<file path="config.mk">
export PLATFORM = sky130hd
export DESIGN_NAME = spram_arb
export DESIGN_NICKNAME = d
export VERILOG_FILES = /design/src/rtl/spram_arb.sv
export SDC_FILE = /design/constraint.sdc
export NUM_CORES = 1
export LEC_CHECK = 0
export ABC_CLOCK_PERIOD_IN_PS = 1500
export CORE_ASPECT_RATIO = 0.9
export CORE_UTILIZATION = 30
export DETAILED_ROUTE_END_ITERATION = 8
export PLACE_DENSITY = 0.81
export SLEW_MARGIN = 20
export SYNTH_ARGS = -nofsm -noshare
export SYNTH_HDL_FRONTEND = slang
export SYNTH_SLANG_ARGS = --single-unit
export TNS_END_PERCENT = 50
</file>
<file path="constraint.sdc">
create_clock -name clk -period 1.5 [get_ports clk]
set_input_delay 0.15 -clock clk [delete_from_list [all_inputs] [get_ports clk]]
set_output_delay 0.15 -clock clk [all_outputs]
set_load 0.05 [all_outputs]
</file>
<file path="src/rtl/spram_arb.sv">
// Two-requester round-robin arbiter in front of a single-port RAM with a
// registered address; clears the whole RAM to INIT_VALUE after reset or on clr.
module spram_arb #(
  parameter int                    ADDR_WIDTH = 6,
  parameter int                    DATA_WIDTH = 8,
  parameter logic [DATA_WIDTH-1:0] INIT_VALUE = '0
) (
  input  logic                  clk,
  input  logic                  rst_n,
  input  logic                  clr,
  output logic                  busy,
  input  logic                  a_req,
  input  logic                  a_we,
  input  logic [ADDR_WIDTH-1:0] a_addr,
  input  logic [DATA_WIDTH-1:0] a_wdata,
  output logic                  a_gnt,
  output logic                  a_rvalid,
  output logic [DATA_WIDTH-1:0] a_rdata,
  input  logic                  b_req,
  input  logic                  b_we,
  input  logic [ADDR_WIDTH-1:0] b_addr,
  input  logic [DATA_WIDTH-1:0] b_wdata,
  output logic                  b_gnt,
  output logic                  b_rvalid,
  output logic [DATA_WIDTH-1:0] b_rdata,
  output logic                  ram_we,
  output logic [ADDR_WIDTH-1:0] ram_addr,
  output logic [DATA_WIDTH-1:0] ram_data,
  input  logic [DATA_WIDTH-1:0] ram_q
);

  typedef enum logic {INIT, ARB} state_t;

  state_t                  state, state_nxt;
  logic [ADDR_WIDTH-1:0]   cnt, cnt_nxt;
  logic                    ptr, ptr_nxt;   // 0: A wins a tie, 1: B wins a tie
  logic                    a_sel, b_sel;
  logic                    we_c, busy_c;
  logic [ADDR_WIDTH-1:0]   addr_c;
  logic [DATA_WIDTH-1:0]   data_c;

  always_ff @(posedge clk or negedge rst_n) begin
    if (!rst_n) begin
      state    <= INIT;
      cnt      <= '0;
      ptr      <= 1'b0;
      a_rvalid <= 1'b0;
      b_rvalid <= 1'b0;
    end else begin
      state    <= state_nxt;
      cnt      <= cnt_nxt;
      ptr      <= ptr_nxt;
      a_rvalid <= a_sel & ~a_we;
      b_rvalid <= b_sel & ~b_we;
    end
  end

  always_comb begin
    state_nxt = state;
    cnt_nxt   = cnt;
    ptr_nxt   = ptr;
    a_sel     = 1'b0;
    b_sel     = 1'b0;
    we_c      = 1'b0;
    addr_c    = '0;
    data_c    = '0;
    busy_c    = 1'b1;
    unique case (state)
      INIT: begin
        we_c   = 1'b1;
        addr_c = cnt;
        data_c = INIT_VALUE;
        if (clr) begin
          cnt_nxt = '0;
        end else if (cnt == '1) begin
          cnt_nxt   = '0;
          state_nxt = ARB;
        end else begin
          cnt_nxt = cnt + ADDR_WIDTH'(1);
        end
      end
      ARB: begin
        busy_c = 1'b0;
        if (clr) begin
          state_nxt = INIT;
          cnt_nxt   = '0;
        end else begin
          a_sel = a_req & (~b_req | ~ptr);
          b_sel = b_req & (~a_req | ptr);
          if (a_sel) begin
            we_c    = a_we;
            addr_c  = a_addr;
            data_c  = a_wdata;
            ptr_nxt = 1'b1;
          end else if (b_sel) begin
            we_c    = b_we;
            addr_c  = b_addr;
            data_c  = b_wdata;
            ptr_nxt = 1'b0;
          end
        end
      end
    endcase
  end

  // RAM-side outputs are forced quiet while reset is held, independent of state.
  assign busy     = ~rst_n | busy_c;
  assign a_gnt    = rst_n & a_sel;
  assign b_gnt    = rst_n & b_sel;
  assign ram_we   = rst_n & we_c;
  assign ram_addr = rst_n ? addr_c : '0;
  assign ram_data = rst_n ? data_c : '0;
  assign a_rdata  = ram_q;
  assign b_rdata  = ram_q;

endmodule

</file>
# After elaboration in Yosys (flattened, before gate mapping)
# Cells that the tools add are included.
# totals
ff_bits,10
inputBits,43
output_inout_bits,36
# op_classes
add_sub_neg,1
eq_ne,2
mux,29
bitwise_logic,18
n_reduce_logical,2
# ops
operator,count
$mux W6,7
$mux W8,4
$pmux W6 S2,2
$pmux W8 S2,1
$mux W1,13
$not A1 Y1,8
$and A1 B1 Y1,7
$add A6 B1 Y6 const B,1
$eq A6 B6 Y1 const B,1
$pmux W1 S2,2
$or A1 B1 Y1,3
$reduce_and A3 Y1,1
$ne A2 B2 Y1 const B,1
$reduce_bool A2 Y1,1

# Logic depth before layout (Yosys ltp)
# logic_depth
ltp_word,8
mapped_depth,4
mapped_depth_nobuf,4

# Least setup slack after synthesis
# Ideal clock, no wire load.
# synth_timing
path_type,reg2out
start,register state
end,output ram_addr[4]
arrival_ps,1698
path_slack_ps,-348
path_stages_with_launch,5
path_buffers,1
cell_sequence,dfrtp_1 nand2_2 nor4b_4 buf_6 a221o_1
# synth_between
elab_chain_len,3
# synth_lines
element,line_no,source
from (decl),34,"state_t state, state_nxt;"
from (signal assigned),50,state <= state_nxt;
$not A1 Y1,n/a,
$pmux W6 S2 *,68,unique case (state)
$mux W6 *,111,assign ram_addr = rst_n ? addr_c : '0;
to (decl),27,"output logic [ADDR_WIDTH-1:0] ram_addr,"
# Every way passes the cells marked *; elsewhere a longest branch is shown, timed or not.

# Worst setup path in the final report
# layout_timing
start,register ptr
end,output ram_addr[4]
# layout_between
elab_chain_len,7
word_cells_on_any_way,10
# layout_lines
element,line_no,source
from (decl),36,"logic ptr, ptr_nxt;"
from (signal assigned),52,ptr <= ptr_nxt;
$or A1 B1 Y1 or $not A1 Y1 (tied branches),"89, 88",
$and A1 B1 Y1 or $or A1 B1 Y1 (tied branches),"89, 88",
$mux W6 or $and A1 B1 Y1 (tied branches),"95, 88",
$mux W6 *,90,if (a_sel) begin
$mux W6 *,84,if (clr) begin
$pmux W6 S2 *,68,
$mux W6 *,111,
# Marks and branches as above.

==> PnR_summary.wiki <==
{| class="wikitable"
! Metric !! Value
|-
| Violations in the final reports || negative setup slack
|-
| Synth top area share || 0.2813
|-
| Total of hold buffers inserted after clock tree synthesis || 0
|-
| Filler Cell Count || 217
|-
| Post-Place Setup Slack || -362.1 ps
|-
| Arrival time of data at the critical path endpoint || 1610 ps
|-
| Reported leakage power || 0.7738 nW
|-
| CP required || 1350 ps
|-
| Nature of the critical path startpoint || flip-flop
|-
| Wire length reported by the detailed router || 2.801 mm
|-
| Async set-reset flop share out of synthesis || 1.000
|-
| Cell mode on critical path || buf_12
|-
| Nets in the synthesized netlist || 138
|-
| Number of max-cap violations || 0
|-
| Most common library cells after synthesis || buf_4, dfrtp_1, a22o_1, a221o_1, and2_1
|-
| Status || finished with violations
|-
| Horizontal die dimension || 59.40 um
|-
| Slowest cell on crit path || dfrtp_1
|-
| Remaining Overflow, GRT || 0
|-
| Number of rows created at floorplan || 18
|-
| Top FF cell, synth || dfrtp_1
|-
| Power Dens Cells || 451.3 mW/mm2
|-
| Later-pin clock latency in the skew report || 270 ps
|-
| Count of final setup violators || 17
|-
| Cells along the critical path || nand2b_4, nor4b_4, buf_12, a221o_2, buf_12
|-
| Worst Tran Pin Value || 257.1 ps
|-
| Most common cell in the netlist || buf_4
|-
| Core Footprint || 0.002770 mm2
|-
| Worst setup slack after layout || -257.0 ps
|-
| Detailed-routing iteration count for the pre-antenna-repair pass || 4
|-
| Detailed placement HPWL || 2.278 mm
|-
| Cell accounting for the most synthesized area || dfrtp_1
|-
| Maximum clock insertion buffer count || 2
|-
| Proportion of synthesized chip area in sequential cells || 0.2813
|-
| Number of global-route vias before repair || 905
|-
| Final hold viol count || 0
|-
| Slowest stage delay, CP || 390 ps
|-
| Slew Limit Headroom || 0.8278
|-
| Post-synth EDFFs || 0
|-
| Count of pins over their slew limit || 0
|-
| F_max || 569.2 MHz
|-
| Count of distinct cell types in the synthesized netlist || 32
|-
| DR vias || 932
|-
| Global-route wire length before repair || 4.167 mm
|-
| Final Critical Period || 1757 ps
|-
| Critical path class || flip-flop to primary output
|-
| Final hold slack || 13.06 ps
|-
| GP Congestion || 0.7710
|-
| Clock tree from TritonCTS || built
|-
| Largest driver fanout on the critical path || 15
|-
| Leading post-synthesis cells by cell area || dfrtp_1, buf_4, a22o_1, a221o_1, and2_1
|-
| Num Clock Sinks || 10
|-
| Cell count after synthesis || 94
|-
| RSZ-0062 raised after global routing || true
|-
| Peak supply drop || 281.2 uV
|-
| Cts bufs inserted || 3
|-
| Nets@finish || 193
|-
| Length in cells of the worst reg-to-reg path || 5
|-
| Post-synth design cell area || 889.6 um2
|-
| DRC errors left || 0
|-
| I/O pin count || 79
|-
| Largest net degree at the start of global routing || 16
|-
| Number of DRC markers after the initial detailed-route iteration || 35
|-
| Die Ht || 53.66 um
|-
| Effective utilization at floorplan || 0.3211
|-
| Number of antenna violations at the first check in global routing || 0
|-
| Clock skew after layout || 1.587 ps
|-
| FF+latch count, synth || 10
|-
| CTS clock-pin slew for the worst setup and hold paths || 70 ps
|-
| ANT nets after route || 0
|-
| Relative area change from synthesis to final layout || 93.39%
|-
| Overall fraction of global-route tracks in use || 0.1758
|-
| Hold Crit Class || input pin to async pin
|-
| Die area || 0.003187 mm2
|-
| Wirelength per Cell || 14.90 um
|-
| Kind of end point of the critical path || primary output
|-
| H-tree levels || 1
|-
| Yosys Warn Count || 0
|-
| Vias per cell || 4.957
|-
| CTS root buf || clkbuf_4
|-
| Power Total || 0.0007765 W
|-
| Mean post-synth cell area || 9.464 um2
|-
| Ratio of final minimum period to clock period || 1.171
|-
| Final antenna diode count || 0
|-
| Fraction of final layout cells with drive strength greater than 1 || 0.3851
|-
| I/O Buffers || 54
|}
flip-flops by register name (all words and copies together) (netlist names):
name / flops
cnt: 6
a_rvalid: 1
b_rvalid: 1
ptr: 1
state: 1
cell families after synthesis:
family	Yosys count	synth area share
AO/OA/AOI/OAI	25	0.2307
adder cells (fa/ha/maj)	1	0.01406
buffers and inverters	21	0.1828
XOR/XNOR	3	0.02954
AND/OR/NAND/NOR	33	0.2504
flip-flops	10	0.2813
multiplexers	1	0.01125
worst paths after layout:
kind / end / slack, ps / start
setup / recovery: ram_addr[4] / -260 / ptr
hold / removal: state / 10 / rst_n
setup reg to reg: cnt[5] / 0 / state
hold reg to reg: a_rvalid / 600 / ptr
max in group asynchronous: a_rvalid / 1270 / rst_n
min in group clk: a_rdata[7] / 300 / ram_q[7]
power breakdown:
part	internal [W]	switching, W	total (W)
sequential	0.000278	0.0000144	0.000293
clock	0.000147	0.000107	0.000254
combinational	0.000144	0.0000860	0.000230
total	0.000570	0.000207	0.000776
cell type report:
| class | instances | area, um2 | share of cell area |
|---|---|---|---|
| clock buffers | 4 | 36.28 | 0.02109 |
| inverters | 1 | 3.754 | 0.002182 |
| multi-input cells | 63 | 516.7 | 0.3004 |
| flip-flops and latches | 10 | 250.2 | 0.1455 |
| well taps | 40 | 50.05 | 0.02909 |
| repair buffers | 70 | 863.3 | 0.5018 |
per-layer routing:
| layer | share of wire | global-route usage | vias up |
|---|---|---|---|
| met3 | 0.094 | 0.03606 | 2 |
| met5 | 0 | 0 | - |
| met1 | 0.41 | 0.1980 | 436 |
| li1 | - | - | 436 |
| met2 | 0.48 | 0.3127 | 58 |
| met4 | 0.0075 | 0.09524 | 0 |
layout by cell type, fill, tap and decap left out, drive strengths merged:
cell type | synthesis | layout
nor2b | 3 | 3
clkdlybuf4s50 | 0 | 30
nor3 | 4 | 4
ha | 1 | 1
nand2 | 6 | 6
a31oi | 1 | 1
mux2i | 1 | 1
xnor2 | 1 | 1
a311o | 1 | 1
a221o | 6 | 6
dfrtp | 10 | 10
nand3b | 1 | 1
or3 | 1 | 1
xor2 | 2 | 2
buf | 20 | 36
nor2 | 5 | 5
a41oi | 1 | 1
inv | 1 | 1
a22o | 8 | 8
o21ai | 2 | 2
a21oi | 4 | 4
nand2b | 2 | 2
and2 | 6 | 6
dlymetal6s2s | 0 | 1
o21ba | 1 | 1
nand4b | 3 | 3
clkbuf | 0 | 4
and3 | 1 | 1
a21bo | 1 | 1
dlygate4sd2 | 0 | 3
nor4b | 1 | 1
stage by stage:
step	area [um2]	cells	utilization	TNS (ps)
final	1720	188	0.6210	-3375
after global routing	1720	188	0.6210	-4398
after CTS	1709	188	0.6170	-3515
after detailed placement	1650	183	0.5958	-4545
after global placement	1650	183	0.5958	-4171
after floorplan	905.9	94	-	-2274
what timing repair did:
| action | 4_1_cts | 5_1_grt |
|---|---|---|
| resized for setup | 7 | 3 |
| setup endpoints to repair | 17 | 18 |
| setup buffers | 2 | 0 |
| pin swaps | 3 | 0 |
critical path: cells and delay by family (launching register included):
| family | cells | cell delay, ps |
|---|---|---|
| flip-flops | 1 | 390 |
| AO/OA/AOI/OAI | 1 | 350 |
| AND/OR/NAND/NOR | 2 | 290 |
| buffers and inverters | 2 | 300 |
No activity file was read; power rests on OpenSTA's default activity.
==> RTL change 1 (same flow settings) <==
`DATA_WIDTH`: 8 -> 12.
--- a/src/rtl/spram_arb.sv
+++ b/src/rtl/spram_arb.sv
@@ -2,7 +2,7 @@
 // registered address; clears the whole RAM to INIT_VALUE after reset or on clr.
 module spram_arb #(
   parameter int                    ADDR_WIDTH = 6,
-  parameter int                    DATA_WIDTH = 8,
+  parameter int                    DATA_WIDTH = 12,
   parameter logic [DATA_WIDTH-1:0] INIT_VALUE = '0
 ) (
   input  logic                  clk,
Ports: changed (6 resized); port bits go from 79 to 103. No check against the original RTL was run, so the function may have changed too.
==> RTL change 1 against the unedited design <==
The run still ends with negative setup slack left; critical path depth did not move; routed wire length rose by 18%; synthesized area rose by 9.4%; sequential cell count did not move; non-clock buffer count rose by 11; setup slack got worse by 0.062 ns; power rose by 3.1%; final area rose by 15%; critical endpoint is now ram_addr[0]; largest cell class unchanged; highest routed layer unchanged.
==> RTL change 1: results (changes against the unedited design) <==
[final_layout]
final_layout_size_suffix_gt1_share_pct = 40.49  ; +2.0 points
fillers = 201  ; -7.4%
nets = 220  ; +14%

[synthesis]
synth_area_leaders = dfrtp_1 26%, buf_4 19%, a22o_2 9.3%
synth_compound_area_share_pct = 25.84  ; +2.8 points
synthCells = 106  ; +13%
ys_warn_count = 0  ; unchanged
synthArstFlopShare_pct = 100.0  ; unchanged
synth_commonest_cells = 24 x buf_4, 10 x dfrtp_1, 9 x a22o_2
muxShareOfSynthArea_pct = 1.028  ; -0.097 points
ys_types = 33  ; +3.1%
synthXorXnorAreaFrac_pct = 2.699  ; -0.25 points

[worst_setup_path]
slowest_delay_ns = 0.41  ; +0.02 ns
worstPathMaxFanout = 6  ; -9
worst_ep_arrival_time_ns = 1.67  ; +0.06 ns

[run_status]
status = finished, violations left
failed_checks = negative setup slack

[sta]
relSlewSlack_pct = 77.96  ; -4.8 points
finalSetupViolCount = 21  ; +4
finalClockSkew_ns = 0.003677  ; +0.002089 ns
timing.final.ws_setup_ns = -0.3190  ; -0.06204 ns

[detailed_routing]
routed-via-count = 1039  ; +11%
vias_per_cell = 5.068  ; +2.2%
drt-initial-drc-count = 44  ; +26%
wl_mm = 3.301  ; +18%

[global_routing]
track_usage_pct = 19.38  ; +1.8 points
grt_max_degree = 20  ; +4
grt_pass1_wl_mm = 5.064  ; +22%

[placed_design]
io_buffers = 66  ; +22%
dp_hpwl_mm = 2.557  ; +12%
placed_cells = 196  ; +7.1%
routabilityCongestion = 0.7979  ; +3.5%

[clock_tree]
clk-insertion-delay-late_ns = 0.27  ; about the same

[pwr]
cellLeakagePower_nw = 0.8591  ; +11%

## RTL change 1: worst max-delay path: cells and delay by family, from the launching register on
kind            cells  cell delay, ns
compound gates      1            0.39
flops               1            0.41
simple gates        2            0.29
buf+inv             2            0.30
## RTL change 1: final timing paths
check | cells after the start | slack (ns) | endpoint | startpoint
max in group asynchronous | 3 | 1.25 | cnt[5]$_DFFE_PN0P_ | rst_n
min in group clk | 0 | 0.30 | a_rdata[3] | ram_q[3]
worst min-delay path | 3 | 0.11 | state$_DFF_PN0_ | rst_n
worst max-delay path | 5 | -0.32 | ram_addr[0] | ptr$_DFFE_PN0P_
worst max register to register | 4 | 0.08 | cnt[5]$_DFFE_PN0P_ | state$_DFF_PN0_
worst min register to register | 2 | 0.60 | cnt[4]$_DFFE_PN0P_ | cnt[4]$_DFFE_PN0P_
## RTL change 1: cells by family (layout without fill, tap and decap cells)
family | after synthesis | count (layout)
buf+inv | 29 | 86
flops | 10 | 10
fa+ha+maj | 1 | 1
compound gates | 29 | 29
xor+xnor | 3 | 3
simple gates | 33 | 33
mux | 1 | 1
## RTL change 1: final cells by class
class                   instances  share of cell area, %
clock buffers                   4                  1.841
inverters                       1                 0.1905
multi-input cells              67                  31.68
flip-flops and latches         10                  12.70
well taps                      42                  2.667
repair buffers                 81                  50.92
## RTL change 1: stage by stage
stage	cell area, µm²	power (mW)	setup TNS (ns)	setup slack (ns)
final	1971	0.8006	-5.056	-0.3190
after detailed placement	1877	0.5534	-4.966	-0.3110
after floorplan	1056	0.5391	-2.917	-0.1996
after global placement	1877	0.5453	-4.958	-0.2925
after CTS	1959	0.8031	-5.556	-0.3169
after global routing	1971	0.8266	-6.657	-0.3975
## RTL change 1: where the power goes
| part | leakage (nW) | internal (mW) | switching, mW |
|---|---|---|---|
| logic | 0.702 | 0.163 | 0.0986 |
| registers | 0.136 | 0.279 | 0.0138 |
| clock network | 0.0210 | 0.148 | 0.0991 |
## RTL change 1: what timing repair did
action / in CTS / in global routing
cloned: 1 / 0
setup endpoints to repair: 21 / 22
resized for setup: 11 / 1
pin swaps: 6 / 8
buffers inserted: 4 / 2
## RTL change 1: layer usage
layer	global-route usage, %	share of wire, %	vias up
met3	2.558	11	16
met5	0	0	-
met1	21.21	36	487
li1	-	-	480
met2	34.80	51	56
met4	9.524	2.6	0
==> RTL change 2 (same flow settings) <==
Without the edit above. Reset style: synchronous (`rst_n`), changed in one clocked block.
--- a/src/rtl/spram_arb.sv
+++ b/src/rtl/spram_arb.sv
@@ -39,7 +39,7 @@
   logic [ADDR_WIDTH-1:0]   addr_c;
   logic [DATA_WIDTH-1:0]   data_c;
 
-  always_ff @(posedge clk or negedge rst_n) begin
+  always_ff @(posedge clk) begin
     if (!rst_n) begin
       state    <= INIT;
       cnt      <= '0;
Function: same outputs for any inputs over 10 cycles, from zero or initial values and one cycle with rst_n low; that may be too few to reach the edited logic, so the function may still have changed.
==> RTL change 2 against the unedited design <==
The run ends with design-rule violations, negative setup slack left; routed wire length down 0.39%; setup slack lost 0.024 ns; final area decreased by 8.9%; synthesized area down 7.5%; first-iteration DRC count grew 74%; core utilization is 0.22 points lower; power down 20%; sequential cell count unchanged; fmax shrank 1.3%.
==> RTL change 2: results (changes against the unedited design) <==
[run_status]
status = finished, violations left
failed_checks = design-rule violations, negative setup slack

[sta]
finalSetupViolCount = 17  ; unchanged
relSlewSlack_pct = 80.39  ; -2.4 points
timing.final.ws_setup_ns = -0.2808  ; -0.02379 ns
finalClockSkew_ns = 0.003973  ; +0.002386 ns

[placed_design]
dp_hpwl_mm = 2.069  ; -9.2%
routabilityCongestion = 0.7597  ; -1.5%

[detailed_routing]
drt-initial-drc-count = 61  ; +74%
wl_per_cell_um = 16.13  ; +8.2%
drtPass1Iterations = 9  ; +5
drc = 9  ; +9
vias_per_cell = 5.225  ; +5.4%

[synthesis]
synth_compound_area_share_pct = 24.01  ; +0.95 points
synthesis.nets = 141  ; +2.2%
synth_commonest_cells = 17 x buf_4, 10 x dfxtp_1, 8 x a22o_1
synthArstFlopShare_pct = 0  ; -100 points
synth_ff_type = dfxtp_1
ys_types = 37  ; +16%
synth_fa_ha_area_share_pct = 1.520  ; +0.11 points
synthXorXnorAreaFrac_pct = 2.128  ; -0.83 points
ys_seq_area_share_pct = 24.32  ; -3.8 points
muxShareOfSynthArea_pct = 1.216  ; +0.091 points
synth_area_leaders = dfxtp_1 24%, buf_4 16%, a22o_1 8.5%

[min_path]
min-delay-start = ram_q[1]
hold_path.class = in2out

[final_layout]
final_layout_size_suffix_gt1_share_pct = 33.10  ; -5.4 points
nets = 191  ; -1.0%
largest_reg_flops = 6  ; unchanged
regMostFlops = cnt

[worst_setup_path]
worstPathMaxFanout = 15  ; unchanged
startpoint = state$_SDFF_PN0_
worst_ep_arrival_time_ns = 1.63  ; +0.02 ns

[pwr]
swShare_pct = 24.38  ; -2.3 points
cellLeakagePower_nw = 0.6156  ; -20%
peakVddDrop_v = 0.0002023  ; -28%

[clock_tree]
cts_max_level = 1  ; unchanged
path_clk_slew_ns = 0.06

[global_routing]
grt_pass1_wl_mm = 4.008  ; -3.8%
grt_pass1_vias = 824  ; -9.0%
track_usage_pct = 18.19  ; +0.61 points

## RTL change 2: stage by stage
stage          setup WS (ns)  utilization, %  setup TNS, ns  std cells  instance area (µm²)
2_1_floorplan       -0.06734               -        -0.3690         97                828.3
3_3_place_gp         -0.3969           59.12         -5.682        168                 1496
6_report             -0.2808           61.89         -3.268        173                 1567
5_1_grt              -0.3136           61.89         -4.101        173                 1567
3_5_place_dp         -0.4634           59.12         -6.970        168                 1496
4_1_cts              -0.2880           60.85         -3.245        172                 1540
## RTL change 2: kinds of logic (layout without fill, tap and decap cells)
logic type | count (synthesis) | count (layout)
AO/OA/AOI/OAI | 24 | 24
XOR/XNOR | 2 | 2
adder cells (fa/ha/maj) | 1 | 1
buffers and inverters | 23 | 71
flip-flops | 10 | 10
multiplexers | 1 | 1
AND/OR/NAND/NOR | 36 | 36
## RTL change 2: worst max-delay path, cell delays in order (launching register included)
cell and delay, ns:
dfxtp_2 0.34, buf_6 0.12, and4b_1 0.21, buf_12 0.15, a221o_2 0.38, buf_12 0.16
## RTL change 2: routing by layer
metal  up-vias  GRT usage [%]  part of all wire [%]
li1        436              -                     -
met1       406          19.03                    37
met2        53          33.33                    49
met3         9          5.721                    11
met4         0          8.537                   2.0
met5         -              0                     0
## RTL change 2: cell type report
| cell class | count | area [µm²] |
|---|---|---|
| Tap cell | 28 | 35.03 |
| Inverter | 2 | 7.507 |
| Sequential cell | 10 | 202.7 |
| Timing Repair Buffer | 66 | 828.3 |
| Fill cell | 193 | 964.7 |
| Multi-Input combinational cell | 64 | 470.5 |
| Clock buffer | 3 | 22.52 |
## RTL change 2: path summary, 6_finish.rpt
| kind | slack [ns] | cells past startpoint | end |
|---|---|---|---|
| hold / removal | 0.30 | 0 | a_rdata[1] |
| hold reg to reg | 0.51 | 2 | cnt[5]$_SDFFE_PN0P_ |
| setup reg to reg | 0.26 | 4 | b_rvalid$_SDFF_PN0_ |
| setup / recovery | -0.28 | 5 | ram_addr[4] |
## RTL change 2: power groups by stage
stage               clock network, mW  logic [mW]  registers [mW]
finish                          0.187       0.166           0.272
global route                    0.207       0.174           0.272
CTS                             0.192       0.159           0.272
detailed placement                  0       0.161           0.278
global placement                    0       0.158           0.278
floorplan                           0       0.149           0.277
## RTL change 2: timing repair
| item | 4_1_cts | 5_1_grt |
|---|---|---|
| buffers inserted | 1 | 1 |
| pin swaps | 8 | 3 |
| setup endpoints to repair | 17 | 17 |
| gates resized for setup | 11 | 5 |
